## src/rtl/roba_pipe_if.sv

```systemverilog
// Handshake bundle for roba_pipe: operand/tag input channel and product/tag output channel.
interface roba_pipe_if #(
   parameter int WIDTH = 8,
   parameter int TAG_W = 4
);
   logic               in_valid;
   logic               in_ready;
   logic [WIDTH-1:0]   in_a;
   logic [WIDTH-1:0]   in_b;
   logic               in_mode;
   logic [TAG_W-1:0]   in_tag;
   logic               out_valid;
   logic               out_ready;
   logic [2*WIDTH-1:0] out_r;
   logic [TAG_W-1:0]   out_tag;

   modport master (
      output in_valid, in_a, in_b, in_mode, in_tag, out_ready,
      input  in_ready, out_valid, out_r, out_tag
   );

   modport slave (
      input  in_valid, in_a, in_b, in_mode, in_tag, out_ready,
      output in_ready, out_valid, out_r, out_tag
   );
endinterface

```

## src/rtl/roba_pipe.sv

```systemverilog
// 3-stage rounding-based approximate multiplier (A*B ~ Ar*B + Br*A - Ar*Br), shifts only.
// Define ROBA_PIPE_EXACT_EN to build the exact product path selected by in_mode=1.
module roba_pipe #(
   parameter int WIDTH = 8,
   parameter int TAG_W = 4
) (
   input logic       clk,
   input logic       rst_n,
   roba_pipe_if.slave bus
);
   localparam int PW = 2*WIDTH + 2;

   // Nearest power of two as a one-hot: 2^(k+1) when the bit below the MSB is set (k>=2).
   function automatic logic [WIDTH:0] f_round(input logic [WIDTH-1:0] x);
      logic [WIDTH:0] r;
      r = '0;
      if (x[0]) r[0] = 1'b1;
      for (int i = 1; i < WIDTH; i++)
         if (x[i]) begin
            r = '0;
            if (i >= 2 && x[i-1]) r[i+1] = 1'b1;
            else                  r[i]   = 1'b1;
         end
      return r;
   endfunction

   function automatic logic [PW-1:0] f_shl(input logic [WIDTH:0] oh, input logic [PW-1:0] v);
      logic [PW-1:0] r;
      r = '0;
      for (int i = 0; i <= WIDTH; i++)
         if (oh[i]) r = v << i;
      return r;
   endfunction

   logic                 w_en;
   logic [3:1]           r_vld;
   logic [WIDTH-1:0]     r1_a, r1_b;
   logic [WIDTH:0]       r1_ar, r1_br;
   logic [TAG_W-1:0]     r1_tag, r2_tag, r3_tag;
   logic [PW-1:0]        r2_p, r2_z;
   logic [2*WIDTH-1:0]   r3_r;
   logic [PW-1:0]        w_p, w_z, w_diff;
   logic                 w_unused;

   assign w_en          = !r_vld[3] | bus.out_ready;
   assign bus.in_ready  = w_en;
   assign bus.out_valid = r_vld[3];
   assign bus.out_r     = r3_r;
   assign bus.out_tag   = r3_tag;

   assign w_p    = f_shl(r1_ar, {{(PW-WIDTH){1'b0}}, r1_b})
                 + f_shl(r1_br, {{(PW-WIDTH){1'b0}}, r1_a});
   assign w_z    = f_shl(r1_br, {{(PW-WIDTH-1){1'b0}}, r1_ar});
   // P >= Z always, and the difference fits in 2*WIDTH bits for legal inputs.
   assign w_diff = r2_p - r2_z;

`ifdef ROBA_PIPE_EXACT_EN
   logic               r1_mode, r2_mode;
   logic [WIDTH-1:0]   r2_a, r2_b;
   logic [2*WIDTH-1:0] w_exact;
   assign w_exact  = {{WIDTH{1'b0}}, r2_a} * {{WIDTH{1'b0}}, r2_b};
   assign w_unused = &{1'b0, w_diff[PW-1:2*WIDTH]};
`else
   assign w_unused = &{1'b0, w_diff[PW-1:2*WIDTH], bus.in_mode};
`endif

   always_ff @(posedge clk or negedge rst_n) begin
      if (!rst_n) begin
         r_vld  <= '0;
         r1_a   <= '0;
         r1_b   <= '0;
         r1_ar  <= '0;
         r1_br  <= '0;
         r1_tag <= '0;
         r2_p   <= '0;
         r2_z   <= '0;
         r2_tag <= '0;
         r3_r   <= '0;
         r3_tag <= '0;
`ifdef ROBA_PIPE_EXACT_EN
         r1_mode <= 1'b0;
         r2_mode <= 1'b0;
         r2_a    <= '0;
         r2_b    <= '0;
`endif
      end else if (w_en) begin
         r_vld  <= {r_vld[2:1], bus.in_valid};
         r1_a   <= bus.in_a;
         r1_b   <= bus.in_b;
         r1_ar  <= f_round(bus.in_a);
         r1_br  <= f_round(bus.in_b);
         r1_tag <= bus.in_tag;
         r2_p   <= w_p;
         r2_z   <= w_z;
         r2_tag <= r1_tag;
         r3_tag <= r2_tag;
`ifdef ROBA_PIPE_EXACT_EN
         r1_mode <= bus.in_mode;
         r2_mode <= r1_mode;
         r2_a    <= r1_a;
         r2_b    <= r1_b;
         r3_r    <= r2_mode ? w_exact : w_diff[2*WIDTH-1:0];
`else
         r3_r    <= w_diff[2*WIDTH-1:0];
`endif
      end
   end
endmodule

```

## src/flat_wrapper.sv

```systemverilog
// flat-port wrapper written by rule: the top's interface ports become plain ports
module roba_pipe_flat 
#(
   parameter int WIDTH = 8,
   parameter int TAG_W = 4
)
  (clk, rst_n, bus_in_valid, bus_in_a, bus_in_b, bus_in_mode, bus_in_tag, bus_out_ready, bus_in_ready, bus_out_valid, bus_out_r, bus_out_tag);
  roba_pipe_if #(.WIDTH(WIDTH), .TAG_W(TAG_W)) bus_i ();
  input logic clk;
  input logic rst_n;
  input wire logic [$bits(bus_i.in_valid)-1:0] bus_in_valid;
  input wire logic [$bits(bus_i.in_a)-1:0] bus_in_a;
  input wire logic [$bits(bus_i.in_b)-1:0] bus_in_b;
  input wire logic [$bits(bus_i.in_mode)-1:0] bus_in_mode;
  input wire logic [$bits(bus_i.in_tag)-1:0] bus_in_tag;
  input wire logic [$bits(bus_i.out_ready)-1:0] bus_out_ready;
  output wire logic [$bits(bus_i.in_ready)-1:0] bus_in_ready;
  output wire logic [$bits(bus_i.out_valid)-1:0] bus_out_valid;
  output wire logic [$bits(bus_i.out_r)-1:0] bus_out_r;
  output wire logic [$bits(bus_i.out_tag)-1:0] bus_out_tag;
  assign bus_i.in_valid = bus_in_valid;
  assign bus_i.in_a = bus_in_a;
  assign bus_i.in_b = bus_in_b;
  assign bus_i.in_mode = bus_in_mode;
  assign bus_i.in_tag = bus_in_tag;
  assign bus_i.out_ready = bus_out_ready;
  assign bus_in_ready = bus_i.in_ready;
  assign bus_out_valid = bus_i.out_valid;
  assign bus_out_r = bus_i.out_r;
  assign bus_out_tag = bus_i.out_tag;
  roba_pipe #(.WIDTH(WIDTH), .TAG_W(TAG_W)) u_core (.clk(clk), .rst_n(rst_n), .bus(bus_i));
endmodule
```

## config.mk

```make
export PLATFORM = sky130hd
export DESIGN_NAME = roba_pipe_flat
export DESIGN_NICKNAME = d
export VERILOG_FILES = /design/src/rtl/roba_pipe_if.sv /design/src/rtl/roba_pipe.sv /design/src/flat_wrapper.sv
export SDC_FILE = /design/constraint.sdc
export NUM_CORES = 1
export LEC_CHECK = 0
export ABC_AREA = 1
export CORE_ASPECT_RATIO = 0.5
export CORE_MARGIN = 3
export CORE_UTILIZATION = 64
export CTS_CLUSTER_SIZE = 40
export DETAILED_ROUTE_END_ITERATION = 10
export HOLD_SLACK_MARGIN = 0.05
export PLACE_DENSITY = 0.85
export SLEW_MARGIN = 20
export SYNTH_ARGS = -nofsm -noshare
export SYNTH_HDL_FRONTEND = slang
export SYNTH_SLANG_ARGS = --single-unit
```

## constraint.sdc

```tcl
create_clock -name clk -period 6.21 [get_ports clk]
set_input_delay 0.621 -clock clk [delete_from_list [all_inputs] [get_ports clk]]
set_output_delay 0.621 -clock clk [all_outputs]
set_load 0.02 [all_outputs]
```

---- After elaboration in Yosys (flattened, before gate mapping) ----
Cells that the tools add are included.
storage, ports and cells
  bits in registers ....................... 97
  RAM bits ................................ 0
  bits in latches ......................... 0
  memory bits (read-only) ................. 0
  input bits .............................. 25
  memories ................................ 0
operators by class
  add/sub/neg operators ................... 2
  reduce and logical (&&, ||, !) cells .... 1
  $lt $le $gt $ge ......................... 0
  shift operators ......................... 0
  div/mod/pow operators ................... 0
  multipliers ............................. 0
  equality and inequality tests ........... 0
  bitwise logic cells ..................... 1
  muxes and demuxes ....................... 67
operators by type and width
  kind              number
  $mux W16          21
  $mux W9           5
  $mux W8           4
  $mux W1           26
  $add A16 B16 Y16  1
  $sub A16 B16 Y16  1
  $mux W7           2
  $mux W6           2
  $mux W10          1
  $mux W5           2
  $mux W4           2
  $mux W2           2
  $logic_not A1 Y1  1
  $or A1 B1 Y1      1

---- Logic depth before layout (Yosys ltp) ----
Gate-level depths: netlist (run 1).
  depth after elaboration ................. 10
  mapped depth ............................ 18
  depth with buffers taken out ............ 17

---- Worst setup path after synthesis (run 1) ----
No wires, ideal clock.
  kind .................................... register -> register
  start point ............................. register u_core.r1_br[5]
  end point ............................... register u_core.r2_p[12]
  buffers on the path ..................... 1
  cell stages (with the launch flop) ...... 18
  setup time .............................. 0.117 ns
  data arrival time ....................... 2.237 ns
  data required time ...................... 6.093 ns
  path slack .............................. 3.855 ns
  path through ............................ dfrtp_1 > buf_6 > clkinv_2 > nand2_2 > nor2_1 > nand3_1 > nor3_1 > ha_1 > inv_1 > fa_1 > inv_1 > nand3_1 > nand3_1 > nand3_1 > nand3_1 > nand2_1 > nand3_1 > nand2_1
on the way
  word-level cells in the longest chain between the ends .. 5
RTL lines
  element                 line             source
  from (decl)             roba_pipe.sv:38  logic [WIDTH:0] r1_ar, r1_br;
  from (signal assigned)  roba_pipe.sv:91  r1_br <= f_round(bus.in_b);
  $mux W16 (4 in a row)   roba_pipe.sv:31  if (oh[i]) r = v << i;
  $add A16 B16 Y16        roba_pipe.sv:52  + f_shl(r1_br, {{(PW-WIDTH){1'b0}}, r1_a});
  to (signal assigned)    roba_pipe.sv:93  r2_p <= w_p;
  to (decl)               roba_pipe.sv:40  logic [PW-1:0] r2_p, r2_z;
Every way passes these cells.
A chain may end at the register's enable or synchronous reset.

---- Final worst setup path (run 1) ----
  start point ............................. input bus_out_ready
  end point ............................... output bus_in_ready
on the way
  word-level cells in the longest chain between the ends .. 1
RTL lines
  element       line                source
  from (decl)   flat_wrapper.sv:16  input wire logic [$bits(bus_i.out_ready)-1:0] bus_out_ready;
  $or A1 B1 Y1  roba_pipe.sv:45     assign w_en = !r_vld[3] | bus.out_ready;
  to (decl)     flat_wrapper.sv:17  output wire logic [$bits(bus_i.in_ready)-1:0] bus_in_ready;
Every way passes these cells.

==> results of run 1 <==
==> registers in the layout, summed over array words and instances (netlist names) <==
register / flops
u_core.bus.out_r: 16
u_core.bus.out_tag: 4
u_core.r1_a: 8
u_core.r1_ar: 9
u_core.r1_b: 8
u_core.r1_br: 9
u_core.r1_tag: 4
u_core.r2_p: 16
u_core.r2_tag: 4
u_core.r2_z: 16
u_core.r_vld: 3
==> metrics by stage <==
step / utilization / hold WS, ns
after floorplan: - / 0.325
after CTS: 0.728 / 0.135
after global routing: 0.730 / 0.140
after detailed placement: 0.703 / 0.464
final: 0.730 / 0.132
after global placement: 0.703 / 0.435
==> where the power goes <==
part	internal (W)	switching [W]
sequential	0.000804	0.000178
clock	0.000284	0.000259
combinational	0.000630	0.00116
==> critical path, stage by stage <==
cell and delay, ns:
sky130_fd_sc_hd__clkdlybuf4s50_1 0.46, sky130_fd_sc_hd__inv_1 0.06, sky130_fd_sc_hd__nand2_4 0.37, sky130_fd_sc_hd__buf_4 0.57
sky130_fd_sc_hd__clkdlybuf4s50_1 0.71
==> cell usage after synthesis (all sizes together) (8+ instances only) <==
cell and n:
nand2 348, inv 157, dfrtp 97, o21ai 97, nand3 75, a21oi 70
nor2 59, buf 31, ha 30, o22ai 21, clkbuf 15, o211ai 15
nor3 12, o221ai 11, nand4 10, a221oi 8, xnor2 8
==> cell families after synthesis <==
kind of cell / after synthesis / synth area share
compound gates: 244 / 0.191
xor+xnor: 11 / 0.0130
fa+ha+maj: 32 / 0.0559
buf+inv: 207 / 0.115
flops: 97 / 0.327
simple gates: 521 / 0.298
==> layout by cell type, fill, tap and decap left out, drive strengths merged, types with 2 or more instances in the layout <==
cell type        n
clkinv           6
dfrtp           97
nand3b           5
nand3           75
o2111ai          5
nor3            12
and2             3
o221ai          11
a221oi           8
fa               2
a31oi            3
nor4             3
o22ai           21
a22oi            4
nand2          348
clkdlybuf4s50   44
o32ai            3
nor2            59
o21bai           2
xnor2            8
clkinvlp         2
nand4           10
inv            157
xor2             3
clkbuf          12
o211ai          15
or2              5
ha              30
buf              5
a21oi           70
o21ai           97
==> worst paths after layout <==
kind	start	to	slack, ns	cells past startpoint
worst max-delay path	bus_out_ready	bus_in_ready	2.79	5
worst min-delay path	rst_n	u_core.bus.out_r[5]	0.13	1
worst max register to register	u_core.r1_ar[2]	u_core.r2_p[6]	2.81	12
worst min register to register	u_core.bus.out_r[15]	u_core.bus.out_r[15]	0.48	2
max in group asynchronous	rst_n	u_core.r1_a[6]	5.14	3
min in group clk	u_core.bus.out_r[15]	u_core.bus.out_r[15]	0.48	2
==> area by class of cell <==
class / count / area (um^2)
inverters: 161 / 606
multi-input cells: 808 / 4150
flip-flops and latches: 97 / 2430
clock inverters: 4 / 28.8
repair buffers: 49 / 498
well taps: 145 / 181
clock buffers: 12 / 246
fillers: 882 / 3010
==> layer usage <==
layer	global-route usage	share of wire	wire, um
met3	0.108	0.14	3220
met1	0.509	0.41	9770
met5	0	0	0
met2	0.578	0.42	10000
met4	0.138	0.036	857
==> flow_results.org, run 1 <==
** Clock network
- Clock tree synthesis selected as its root buffer the cell sky130_fd_sc_hd__clkbuf_16.
- For the worst-skew pair, the clock arrives at the later sink with an insertion delay of 0.36 ns.
- Counting every sink on the clock net gives 97.
- TritonCTS built the clock tree.
- Clock-pin slew of the registers on the worst-case setup and hold paths :: 0.07 ns
- CTS-repair resized insts :: 0
- The longest clock path from root to sink contains 2 buffers.
- The number of clock buffers added by TritonCTS is 9.
- Number of buffers inserted to repair setup after CTS :: 0
- Maximum level of the CTS H-tree :: 3
- The number of hold buffers added after CTS was 0.

** Pwr
- Power density over cell area :: 407 nW/um^2
- Summed over all cells, the static leakage comes to 4.05 nW.
- The worst-case IR drop observed on VDD is 0.234 mV.
- Final total power :: 0.00331 W

** Synth
- Share of the synthesized area in the top cell type :: 0.327
- Yosys synthesis warning count :: 0
- Syn_nets :: 1169
- EDFF count, synth :: 0
- Of the synthesized area, sequential elements account for 0.327.
- Mapped Area :: 7430 um^2
- Synthesis instantiated 50 different standard cells from the library.
- sky130_fd_sc_hd__dfrtp_1 takes more of the synthesized area than any other cell.
- Dominant register cell in the synthesized netlist :: sky130_fd_sc_hd__dfrtp_1
- Average cell area after synthesis :: 6.68 um^2
- Synthesized instance count :: 1112
- Fraction of registers with async set/reset :: 1.00
- Post-synthesis register bit count :: 97
- By area the synthesized netlist is led by sky130_fd_sc_hd__dfrtp_1 (33%), sky130_fd_sc_hd__nand2_1 (17%), sky130_fd_sc_hd__inv_1 (7.3%).

** Setup path
- The critical path is of the in2out type.
- At the worst endpoint, the arrival time is 2.80 ns.
- For the worst setup path, the data required time is 5.59 ns.
- STA classifies the critical path endpoint as an output pin.
- Of all nets on the critical path, the largest fanout is 67.
- STA classifies the critical path startpoint as an input pin.

** Drt
- Total routed wirelength :: 23.9 mm
- Drc violations :: 0
- After the first detailed-routing iteration, the DRC count stood at 1048.
- Dividing the detail-routed wire length by the instance count gives 18.7 um.
- Summing over every cut layer, the via total after detailed routing is 8101.
- The count of nets left with antenna violations once routing finished came out at 0.
- The first detailed-routing pass ran for 5 iterations.
- Via-to-Cell Ratio :: 6.35

** Die
- The initial utilization of the core area, before any placement, comes to 0.667.
- During I/O placement, the number of pins put on the boundary was 47.
- The core region is 11100 um^2.
- The die covers 13000 um^2.
- The floorplan has 27 rows.
- From left edge to right edge, the die measures 158 um.
- Die span in y :: 82.2 um

** Place
- Counting tap cells, the placed design contains a total of 1259 instances.
- Routability-driven placement finished with a final weighted congestion of 1.01.
- Port Buffer Count :: 45
- Timing analysis after detailed placement gives a worst setup slack of 2.82 ns.
- Cell Area, Placed :: 7840 um^2
- Detailed placement ended at an HPWL of 17.2 mm.

** STA
- Final Max Slew Viols :: 0
- Setup Viol. Count Final :: 0
- Of the available clock period, the critical path in the final layout requires 0.551.
- At the pin with the least slew margin, the transition time is 0.791 ns.
- The final count of hold timing violations came to 0.
- Maximum clock skew at final layout :: 0.0161 ns
- Shortest period the worst path allows :: 3.42 ns
- Highest clock rate :: 0.292 GHz
- Final worst slack :: 2.79 ns
- Setup Total Neg Slack :: 0 ns
- Setup repair after global routing left no endpoint under its margin.
- Measured against its own limit, the worst slew margin works out to 0.472.

** Outcome
- Run status :: finished clean

** Worst hold path
- Tightest Hold Check Type :: in2async

** Global route
- The number of global-route vias before repair is 7320.
- First-pass GRT wire length :: 37.9 mm
- Pin count of the biggest net entering global routing :: 80
- Across every metal layer, demand over resource in global routing totals 0.375.
- Initial antenna violation count :: 0
- The total overflow left after global routing is 0.

** Layout
- Non-Filler Instances :: 1276
- Final nets :: 1183
- Antenna Diode Count :: 0
- In the final layout, the share of cells above drive strength 1 is 0.0433.
- The area growth from synthesis to layout is 9.53%.
- After routing the design area is 8140 um^2.

** Run
- Maximum Capacitance Violations :: 0
Power figures use the tool's default switching activity.
==> run 2, diff against run 1 <==
--- a/config.mk
+++ b/config.mk
@@ -8,11 +8,11 @@
 export ABC_AREA = 1
 export CORE_ASPECT_RATIO = 0.5
 export CORE_MARGIN = 3
-export CORE_UTILIZATION = 64
+export CORE_UTILIZATION = 55
 export CTS_CLUSTER_SIZE = 40
 export DETAILED_ROUTE_END_ITERATION = 10
 export HOLD_SLACK_MARGIN = 0.05
-export PLACE_DENSITY = 0.85
+export PLACE_DENSITY = 0.78
 export SLEW_MARGIN = 20
 export SYNTH_ARGS = -nofsm -noshare
 export SYNTH_HDL_FRONTEND = slang
==> constraint.sdc (replaced) <==
create_clock -name clk -period 3 [get_ports clk]
set_input_delay 0.3 -clock clk [delete_from_list [all_inputs] [get_ports clk]]
set_output_delay 0.3 -clock clk [all_outputs]
set_load 0.02 [all_outputs]
==> flow_results.org, run 2 (synthesized netlist as in run 1, its figures left out) <==
** Outcome
- Run status :: finished clean (unchanged)

** Die
- The overall die width is 170 um (was 158 um).
- The standard cell core area was 12900 um^2 (was 11100 um^2).
- Floorplan row count :: 29 (was 27)
- The floorplan die height came to 88.2 um (was 82.2 um).
- Initial Util :: 0.575 (was 0.667)
- Number of top-level design ports :: 47 (unchanged)
- Die Outline Area :: 15000 um^2 (was 13000 um^2)

** Layout
- Commonest cells after routing, fill and taps aside :: sky130_fd_sc_hd__nand2_1 (342), sky130_fd_sc_hd__inv_1 (145), sky130_fd_sc_hd__dfrtp_1 (97), sky130_fd_sc_hd__o21ai_0 (91), sky130_fd_sc_hd__nand3_1 (75) (unchanged)
- Final nets :: 1234 (was 1183)
- The antenna diode count was 0 (unchanged).
- Commonest non-fill, non-tap cell in the layout :: sky130_fd_sc_hd__nand2_1 (unchanged)
- Layout fillers :: 1162 (was 882)
- Area of combinational cells with multiple inputs :: 4160 um^2 (was 4150 um^2)
- The area added between synthesis and finish came to 15.7% (was 9.53%).
- The storage element area was 2430 um^2 (unchanged).
- The final instance count without filler cells is 1352 (was 1276).
- Fraction of final layout cells with drive strength greater than 1 :: 0.0863 (was 0.0433)

** Drt
- The number of nets still failing antenna checks after routing is 0 (unchanged).
- Total routed wirelength :: 24.7 mm (was 23.9 mm)
- The routed via count is 7981 (was 8101).
- The detailed-router iteration count before antenna repair came to 6 (was 5).
- The routed via count divided by cell count came to 5.90 (was 6.35).
- Per-cell routed wire length :: 18.3 um (was 18.7 um)
- Drc violations :: 0 (unchanged)
- The DRC marker count from the first detailed-route iteration came to 1129 (was 1048).

** STA
- Static timing analysis puts the maximum clock frequency at 0.353 GHz.
- The total count of max-transition violations in the final report came to 0 (unchanged).
- In the finished design, the share of the clock period the worst path needs comes to 0.943.
- The relative max-transition margin came to 0.630 (was 0.472).
- Setup Total Neg Slack :: 0 ns (unchanged)
- Final Hold Viols :: 0 (unchanged)
- Shortest period the worst path allows :: 2.83 ns
- Maximum clock skew at final layout :: 0.0140 ns (was 0.0161 ns)
- Setup Viol. Count Final :: 0 (unchanged)
- The worst-margin pin slew came to 0.554 ns (was 0.791 ns).
- RSZ-0062 raised after global routing: false (unchanged).

** Pwr
- The leakage power figure came to 4.31 nW (was 4.05 nW).
- Power density over cell area :: 825 nW/um^2 (was 407 nW/um^2)
- Worst voltage drop across the vdd grid :: 0.473 mV (was 0.234 mV)

** Place
- Number of placed instances, taps included :: 1334 (was 1259)
- Placer Congestion :: 1.05 (was 1.01)
- Port Buffer Count :: 45 (unchanged)
- Half-perimeter wire length after placement :: 18.5 mm (was 17.2 mm)

** Global route
- Remaining global-route overflow :: 0 (unchanged)
- The initial antenna violation count is 0 (unchanged).
- First-pass GRT wire length :: 39.6 mm (was 37.9 mm)
- The largest net degree at the start of global routing came to 78 (was 80).
- Overall Global Routing Usage :: 0.340 (was 0.375)
- The number of global-route vias before repair was 7460 (was 7320).

** Clock network
- Clock root cell :: sky130_fd_sc_hd__clkbuf_16 (unchanged)
- Largest buffer count on any clock path :: 2 (unchanged)
- Maximum level of the CTS H-tree :: 3 (unchanged)
- TritonCTS clock tree :: built (unchanged)
- Clock buffer count from CTS :: 9 (unchanged)
- The total clock sinks was 97 (unchanged).
- The clock latency at the later pin of the worst-skew pair came to 0.36 ns (about the same).
- The clock-pin transition on the worst setup and hold timing paths was 0.07 ns (about the same).

** Setup path
- Largest fanout on the critical path :: 8 (was 67)
- Crit path kind :: reg2reg (was in2out)
- Crit path cell chain :: buf_4 -> nor2_1 -> inv_1 -> o2111ai_1 -> inv_1 -> ha_1 -> nand2_1 -> nor2_1 -> nand2_1 -> nand3_1 -> nand2_1 -> nand2_1 -> nand2_1 -> nand3_1 -> nand2_1 (was clkdlybuf4s50_1 -> inv_1 -> nand2_4 -> buf_4 -> clkdlybuf4s50_1)
- The critical path data required time was 3.25 ns (was 5.59 ns).
- Data arrival time of the critical path :: 3.08 ns (was 2.80 ns)
- Critical-path cell with the highest stage delay :: sky130_fd_sc_hd__dfrtp_1 (was sky130_fd_sc_hd__clkdlybuf4s50_1)
- Top cell by count, worst path :: sky130_fd_sc_hd__nand2_1 (was sky130_fd_sc_hd__clkdlybuf4s50_1)
- Crit path capture type :: flip-flop (was output pin)
- Startpoint kind of the worst setup timing path :: flip-flop (was input pin)
- The maximum cell stage delay along the critical path was 0.48 ns (was 0.71 ns).

** Run
- The max-cap check violation count came to 0 (unchanged).

** Worst hold path
- Tightest Hold Check Type :: in2async (unchanged)
[run 2: changes by cell type in the layout (fill, tap and decap cells not counted)]
cell / change
sky130_fd_sc_hd__clkbuf_8: -1
sky130_fd_sc_hd__buf_4: +49
sky130_fd_sc_hd__clkinv_4: -1
sky130_fd_sc_hd__bufinv_16: +1
sky130_fd_sc_hd__inv_6: +3
sky130_fd_sc_hd__buf_12: +1
sky130_fd_sc_hd__dlygate4sd3_1: +1
sky130_fd_sc_hd__nor2_1: -1
sky130_fd_sc_hd__nor2_2: +1
sky130_fd_sc_hd__clkbuf_1: -2
[run 2: report_power, final]
| group | leakage [nW] | internal, W | switching, W |
|---|---|---|---|
| sequential | 1.23 | 0.00166 | 0.000312 |
| combinational | 2.93 | 0.00142 | 0.00248 |
| clock | 0.143 | 0.000656 | 0.000567 |
[run 2: metal layers]
layer	vias up	track usage	wire (um)
met1	3660	0.470	10900
met2	447	0.530	10500
met5	-	0	0
li1	3805	-	-
met4	0	0.101	696
met3	69	0.0879	2710
[run 2: layout make-up]
type / count / area share
clock buffer: 9 / 0.0262
clock inverter: 7 / 0.00888
inverter: 161 / 0.0704
multi-input combinational: 808 / 0.483
sequential: 97 / 0.282
tap: 170 / 0.0247
timing repair buffer: 100 / 0.104
[run 2: through the flow]
stage	hold slack [ns]	util	power, W	setup slack [ns]	cell area (um^2)
2_1_floorplan	0.00441	-	0.00455	0.645	7430
3_3_place_gp	0.444	0.639	0.00568	0.332	8260
3_5_place_dp	0.450	0.639	0.00576	0.290	8260
4_1_cts	0.136	0.663	0.00700	0.271	8560
5_1_grt	0.465	0.666	0.00767	0.00430	8600
6_report	0.426	0.666	0.00709	0.170	8600
[run 2: repair_timing]
action | in CTS | in global routing
hold buffers | 0 | 1
buffers inserted | 0 | 0
setup endpoints to repair | 0 | 1
endpoints found under the hold margin | 0 | 26
gates resized for setup | 0 | 1
[run 2: path summary, 6_finish.rpt]
kind,startpoint,depth (start not counted),endpoint,slack (ns)
worst max register to register,u_core.r1_ar[4],15,u_core.r2_p[8],0.17
max in group asynchronous,rst_n,3,u_core.r1_b[7],1.96
worst min register to register,u_core.r_vld[2],2,u_core.r_vld[3],0.48
min in group clk,u_core.r_vld[2],2,u_core.r_vld[3],0.48
worst max-delay path,u_core.r1_ar[4],15,u_core.r2_p[8],0.17
worst min-delay path,rst_n,2,u_core.bus.out_r[3],0.43
[run 2: critical path, delay by kind of cell, from the launching register on]
| family | cells | cell delay, ns |
|---|---|---|
| adders and majority gates | 1 | 0.37 |
| DFF | 1 | 0.48 |
| and+or+nand+nor | 10 | 1.09 |
| AOI/OAI and AO/OA | 1 | 0.35 |
| buffers and inverters | 3 | 0.42 |
